[src/rtl/imem_loader_pkg.sv]
// Shared types and constants for the instruction-memory boot loader.
package imem_loader_pkg;

    typedef enum logic [2:0] {
        S_IDLE   = 3'd0,
        S_CNT_LO = 3'd1,
        S_CNT_HI = 3'd2,
        S_DATA   = 3'd3,
        S_CSUM   = 3'd4,
        S_DONE   = 3'd5,
        S_ERR    = 3'd6
    } state_t;

    // Frame start byte used when the top is not overridden.
    localparam logic [7:0] MAGIC_BYTE = 8'hA5;

    // MAGIC plus the two count bytes that precede the payload.
    localparam int HDR_BYTES = 3;

endpackage

[src/rtl/imem_loader_word_packer.sv]
// Packs a little-endian byte stream into 32-bit words. The fourth byte of
// each word is not stored; it is presented directly on the top lane of the
// combinational word output in the same cycle word_valid pulses.
module imem_loader_word_packer (
    input  logic        clk,
    input  logic        reset,
    input  logic        clear,
    input  logic        byte_valid,
    input  logic [7:0]  byte_data,
    output logic        word_valid,
    output logic [31:0] word
);

    logic [1:0]  byte_idx;
    logic [23:0] lanes;

    // Steer each accepted byte into its lane and advance the byte index.
    always_ff @(posedge clk or posedge reset) begin
        if (reset) begin
            byte_idx <= 2'd0;
            lanes    <= 24'h0;
        end else if (clear) begin
            byte_idx <= 2'd0;
            lanes    <= 24'h0;
        end else if (byte_valid) begin
            byte_idx <= byte_idx + 2'd1;
            case (byte_idx)
                2'd0:    lanes[7:0]   <= byte_data;
                2'd1:    lanes[15:8]  <= byte_data;
                2'd2:    lanes[23:16] <= byte_data;
                default: lanes        <= lanes;
            endcase
        end
    end

    assign word_valid = byte_valid && (byte_idx == 2'd3);
    assign word       = {byte_data, lanes};

endmodule

[src/rtl/imem_loader.sv]
// Boot-time instruction RAM loader: parses a MAGIC/count/payload/checksum
// frame, writes the payload words to consecutive RAM addresses and releases
// the core from reset only after the checksum matches.
//
//   state    | meaning
//   ---------+-----------------------------------------------
//   S_IDLE   | hunting for MAGIC, other bytes dropped
//   S_CNT_LO | expecting low byte of the word count
//   S_CNT_HI | expecting high byte, count range-checked here
//   S_DATA   | receiving payload, one RAM write per 4 bytes
//   S_CSUM   | expecting the XOR checksum byte
//   S_DONE   | load good, core released, waiting for start
//   S_ERR    | load bad, core held, waiting for start
module imem_loader
    import imem_loader_pkg::*;
#(
    parameter int         ADDR_W = 12,
    parameter logic [7:0] MAGIC  = MAGIC_BYTE
) (
    input  logic              clk,
    input  logic              reset,
    input  logic              rx_valid,
    input  logic [7:0]        rx_data,
    output logic              rx_ready,
    input  logic              start,
    output logic [ADDR_W-1:0] mem_addr,
    output logic [31:0]       mem_data,
    output logic              mem_we,
    output logic              core_reset,
    output logic              busy,
    output logic              done,
    output logic              err
);

    // Word counts are 16 bits on the wire, so ADDR_W above 16 is never reachable.
    localparam logic [31:0] DEPTH = 32'd1 << ADDR_W;

    state_t      state;
    logic [7:0]  cnt_lo;
    logic [15:0] n_words;
    logic [15:0] word_idx;
    logic [7:0]  csum;

    logic        rx_fire;
    logic        data_fire;
    logic        pk_clear;
    logic        word_valid;
    logic [31:0] word;
    logic [15:0] n_hdr;

    assign rx_ready  = (state != S_DONE) && (state != S_ERR);
    assign rx_fire   = rx_valid && rx_ready;
    assign data_fire = rx_fire && (state == S_DATA);
    assign pk_clear  = rx_fire && (state == S_CNT_HI);
    assign n_hdr     = {rx_data, cnt_lo};

    imem_loader_word_packer u_packer (
        .clk        (clk),
        .reset      (reset),
        .clear      (pk_clear),
        .byte_valid (data_fire),
        .byte_data  (rx_data),
        .word_valid (word_valid),
        .word       (word)
    );

    // Frame FSM with registered RAM write port and status outputs.
    always_ff @(posedge clk or posedge reset) begin
        if (reset) begin
            state      <= S_IDLE;
            cnt_lo     <= 8'h00;
            n_words    <= 16'h0000;
            word_idx   <= 16'h0000;
            csum       <= 8'h00;
            mem_addr   <= '0;
            mem_data   <= 32'h0;
            mem_we     <= 1'b0;
            core_reset <= 1'b1;
            busy       <= 1'b0;
            done       <= 1'b0;
            err        <= 1'b0;
        end else begin
            mem_we <= 1'b0;
            case (state)
                S_IDLE: begin
                    if (rx_fire && (rx_data == MAGIC)) begin
                        state <= S_CNT_LO;
                        busy  <= 1'b1;
                    end
                end
                S_CNT_LO: begin
                    if (rx_fire) begin
                        cnt_lo <= rx_data;
                        state  <= S_CNT_HI;
                    end
                end
                S_CNT_HI: begin
                    if (rx_fire) begin
                        n_words <= n_hdr;
                        if ((n_hdr == 16'h0000) || ({16'h0000, n_hdr} > DEPTH)) begin
                            state <= S_ERR;
                            busy  <= 1'b0;
                            err   <= 1'b1;
                        end else begin
                            word_idx <= 16'h0000;
                            csum     <= 8'h00;
                            state    <= S_DATA;
                        end
                    end
                end
                S_DATA: begin
                    if (rx_fire) begin
                        csum <= csum ^ rx_data;
                        if (word_valid) begin
                            mem_we   <= 1'b1;
                            mem_data <= word;
                            mem_addr <= word_idx[ADDR_W-1:0];
                            word_idx <= word_idx + 16'd1;
                            if ((word_idx + 16'd1) == n_words) begin
                                state <= S_CSUM;
                            end
                        end
                    end
                end
                S_CSUM: begin
                    if (rx_fire) begin
                        busy <= 1'b0;
                        if (rx_data == csum) begin
                            state      <= S_DONE;
                            done       <= 1'b1;
                            core_reset <= 1'b0;
                        end else begin
                            state <= S_ERR;
                            err   <= 1'b1;
                        end
                    end
                end
                S_DONE: begin
                    if (start) begin
                        state      <= S_IDLE;
                        done       <= 1'b0;
                        core_reset <= 1'b1;
                    end
                end
                S_ERR: begin
                    if (start) begin
                        state <= S_IDLE;
                        err   <= 1'b0;
                    end
                end
                default: state <= S_IDLE;
            endcase
        end
    end

endmodule

[config.mk]
export PLATFORM = sky130hd
export DESIGN_NAME = imem_loader
export DESIGN_NICKNAME = d
export VERILOG_FILES = /design/src/rtl/imem_loader_pkg.sv /design/src/rtl/imem_loader_word_packer.sv /design/src/rtl/imem_loader.sv
export SDC_FILE = /design/constraint.sdc
export NUM_CORES = 1
export LEC_CHECK = 0
export CAP_MARGIN = 20
export CORE_MARGIN = 4
export CORE_UTILIZATION = 50
export CTS_CLUSTER_SIZE = 24
export DETAILED_ROUTE_END_ITERATION = 16
export PLACE_DENSITY = 0.68
export SYNTH_ARGS = -nofsm -noshare
export SYNTH_HDL_FRONTEND = slang
export SYNTH_SLANG_ARGS = --single-unit
[constraint.sdc]
create_clock -name clk -period 5.8 [get_ports clk]
set_input_delay 1.16 -clock clk [delete_from_list [all_inputs] [get_ports clk]]
set_output_delay 1.16 -clock clk [all_outputs]
set_load 0.005 [all_outputs]
==> out/results.ini <==
[run_status]
status = completed

[cts]
htree_levels = 4
clock-sinks = 126
numCtsBuffers = 17
root_buffer = clkbuf_16
holdBufCountCts = 0
clkLatencyLatePin_ps = 410
path_clk_slew_ps = 50
cts_resized = 0
post-cts-setup-buffers = 0
cts_tree = yes
clock_path_buffers = 2

[grt]
antenna_found_initial = 0
first_global_vias = 4924
grt_pass1_wl_um = 25000
overflow = 0
grt_max_degree = 57
gr-usage-all-layers = 0.219

[drt]
final_antenna_net_count = 0
via_per_inst = 5.33
drt_wl_total_um = 14700
drc = 0
vias = 4915
first_iter_violations = 325
wl_per_cell_um = 15.9
first_pass_iters = 5

[synthesis]
seq_area_frac_synth = 0.509
ys_warn_count = 0
synth_nets = 713
syn_area_per_cell_um2 = 8.91
synth-seq-cells = 126
synth_top_cell_by_area = dfrtp_1
netlist.area_leader.share = 0.505
synthCells = 696
synthTopCellsByArea = dfrtp_1, nand2_1, o21ai_0
ys_types = 59
synth_ff_type = dfrtp_1
syn-cell-area_mm2 = 0.00620
async_flop_share = 1.00
synth_edf_count = 0

[die]
boundaryPins = 62
die_area_mm2 = 0.0142
die_w_um = 119
core_region_area_mm2 = 0.0121
die_h_um = 119
num_rows = 40
start_util = 0.514

[placement]
hpwl_um = 9860
place_congestion = 0.866
io_buffers = 61
dp_cells = 889

[critical_path]
critical_path.top_delay_family = simple AND/OR/NAND/NOR gates
criticalPathCategory = primary input to register
cp_slowest_cell = clkdlybuf4s50_1
worst_setup_path_end_kind = register
crit_fanout = 11
r2r_start = word_idx[0]
cp_cell_sequence = clkdlybuf4s50_1 > or4_1 > o31ai_1 > nand3_2 > o21ai_2 > nor2b_4 > a31oi_1
cp.arrival_ps = 3900
crit_buf_inv = 1
crit_required_ps = 6060
max_stage_delay_ps = 670
startpoint_type = primary input
timing.critical_path.from = rx_data[1]

[cells_and_area]
final_cell_mix = nand2_1, dfrtp_1, o21ai_0, clkdlybuf4s50_1, nor2_1
area_growth_pct = 21.5
final_nets = 758
final_util = 0.624
final_common_cell = nand2_1
drive_gt1_frac = 0.101
instances_no_fill = 922
antenna_cells = 0

[sta]
holdWs_ps = 472
skew_ps = 7.24
tightest_slew_ps = 688
finalHoldViolations = 0
finalSetupTns_ps = 0
min_period_over_period = 0.628
slew_viol_final = 0
slew_headroom = 0.542
post-route-min-period_ps = 3640
fmax_mhz = 275
grt_setup_unrepaired = no
setup_viol = 0

[worst_hold_path]
hold_path.startpoint = mem_data[20]
hp-class = register to register

[pwr]
design_power_total_w = 0.00318
ir_drop_mv = 0.251
power.density_mw_per_mm2 = 422
p_leak_nw = 3.56

[flow_run]
max_cap_violations = 0

[state kept, by name, summed over array words and instances (netlist names)]
signal	flops
csum	8
u_packer.lanes	24
busy	1
state	3
u_packer.byte_idx	2
core_reset	1
word_idx	16
cnt_lo	8
mem_addr	12
mem_we	1
mem_data	32
n_words	16
err	1
done	1
[worst reg2reg max path, stage by stage (launching register included)]
cell and delay (ps):
dfrtp_1 540, ha_1 330, nand3_1 290, nor4_1 560
xnor2_1 130, a2111oi_0 360, and4_1 370, o221ai_1 130
[cell usage after synthesis, types with 4 or more instances]
master    count
nor3_1        8
o21ai_0      61
and2_1        4
clkbuf_1     33
mux2_2        8
nand2b_1      6
a21oi_1      20
dfrtp_1     125
ha_1          5
nor2_1       23
and3_1        6
nor2b_1       4
nor4_1        5
xor2_1       17
buf_2        11
nand2_1     253
xnor2_1      12
a31oi_4       6
nand3_1       7
inv_1        15
nand4_1       8
[power by group]
| part | switching [W] | internal (W) | total, W |
|---|---|---|---|
| Combinational | 0.000374 | 0.000395 | 0.000769 |
| Clock | 0.000373 | 0.000730 | 0.00110 |
| Sequential | 0.000181 | 0.00112 | 0.00130 |
[path summary, 6_finish.rpt]
kind / slack (ps) / depth (start not counted) / end
setup / recovery: 2160 / 7 / word_idx[15]
hold / removal: 470 / 2 / mem_data[20]
setup reg to reg: 2960 / 7 / state[1]
hold reg to reg: 470 / 2 / mem_data[20]
max in group asynchronous: 3700 / 3 / mem_data[24]
min in group asynchronous: 1080 / 2 / mem_addr[6]
[stage by stage]
| step | cell area, um2 | setup slack (ps) |
|---|---|---|
| floorplan | 6200 | 1290 |
| global placement | 6890 | 1820 |
| detailed placement | 6890 | 1740 |
| CTS | 7520 | 2160 |
| global route | 7530 | 1920 |
| finish | 7530 | 2160 |
[logic make-up after synthesis]
family                     after synthesis  share of synthesized area
AOI/OAI and AO/OA                      120                      0.131
muxes                                   11                     0.0214
and+or+nand+nor                        345                      0.247
xor gates and xnor gates                29                     0.0410
DFF                                    126                      0.509
buffers and inverters                   60                     0.0412
adders and majority gates                5                     0.0101
[layer usage]
layer,part of all wire,track usage,vias to the layer above
met1,0.46,0.288,2373
met4,0.017,0.0787,0
met2,0.48,0.355,114
met5,0,0,-
met3,0.045,0.0527,26
li1,-,-,2402
[layout make-up]
type	instances	area, um2
inverter	15	58.8
clock buffer	22	494
tap	168	210
clock inverter	10	134
sequential	126	3150
timing repair buffer	71	686
multi-input combinational	510	2790
fill	1025	4530
No activity file was read; power rests on OpenSTA's default activity.
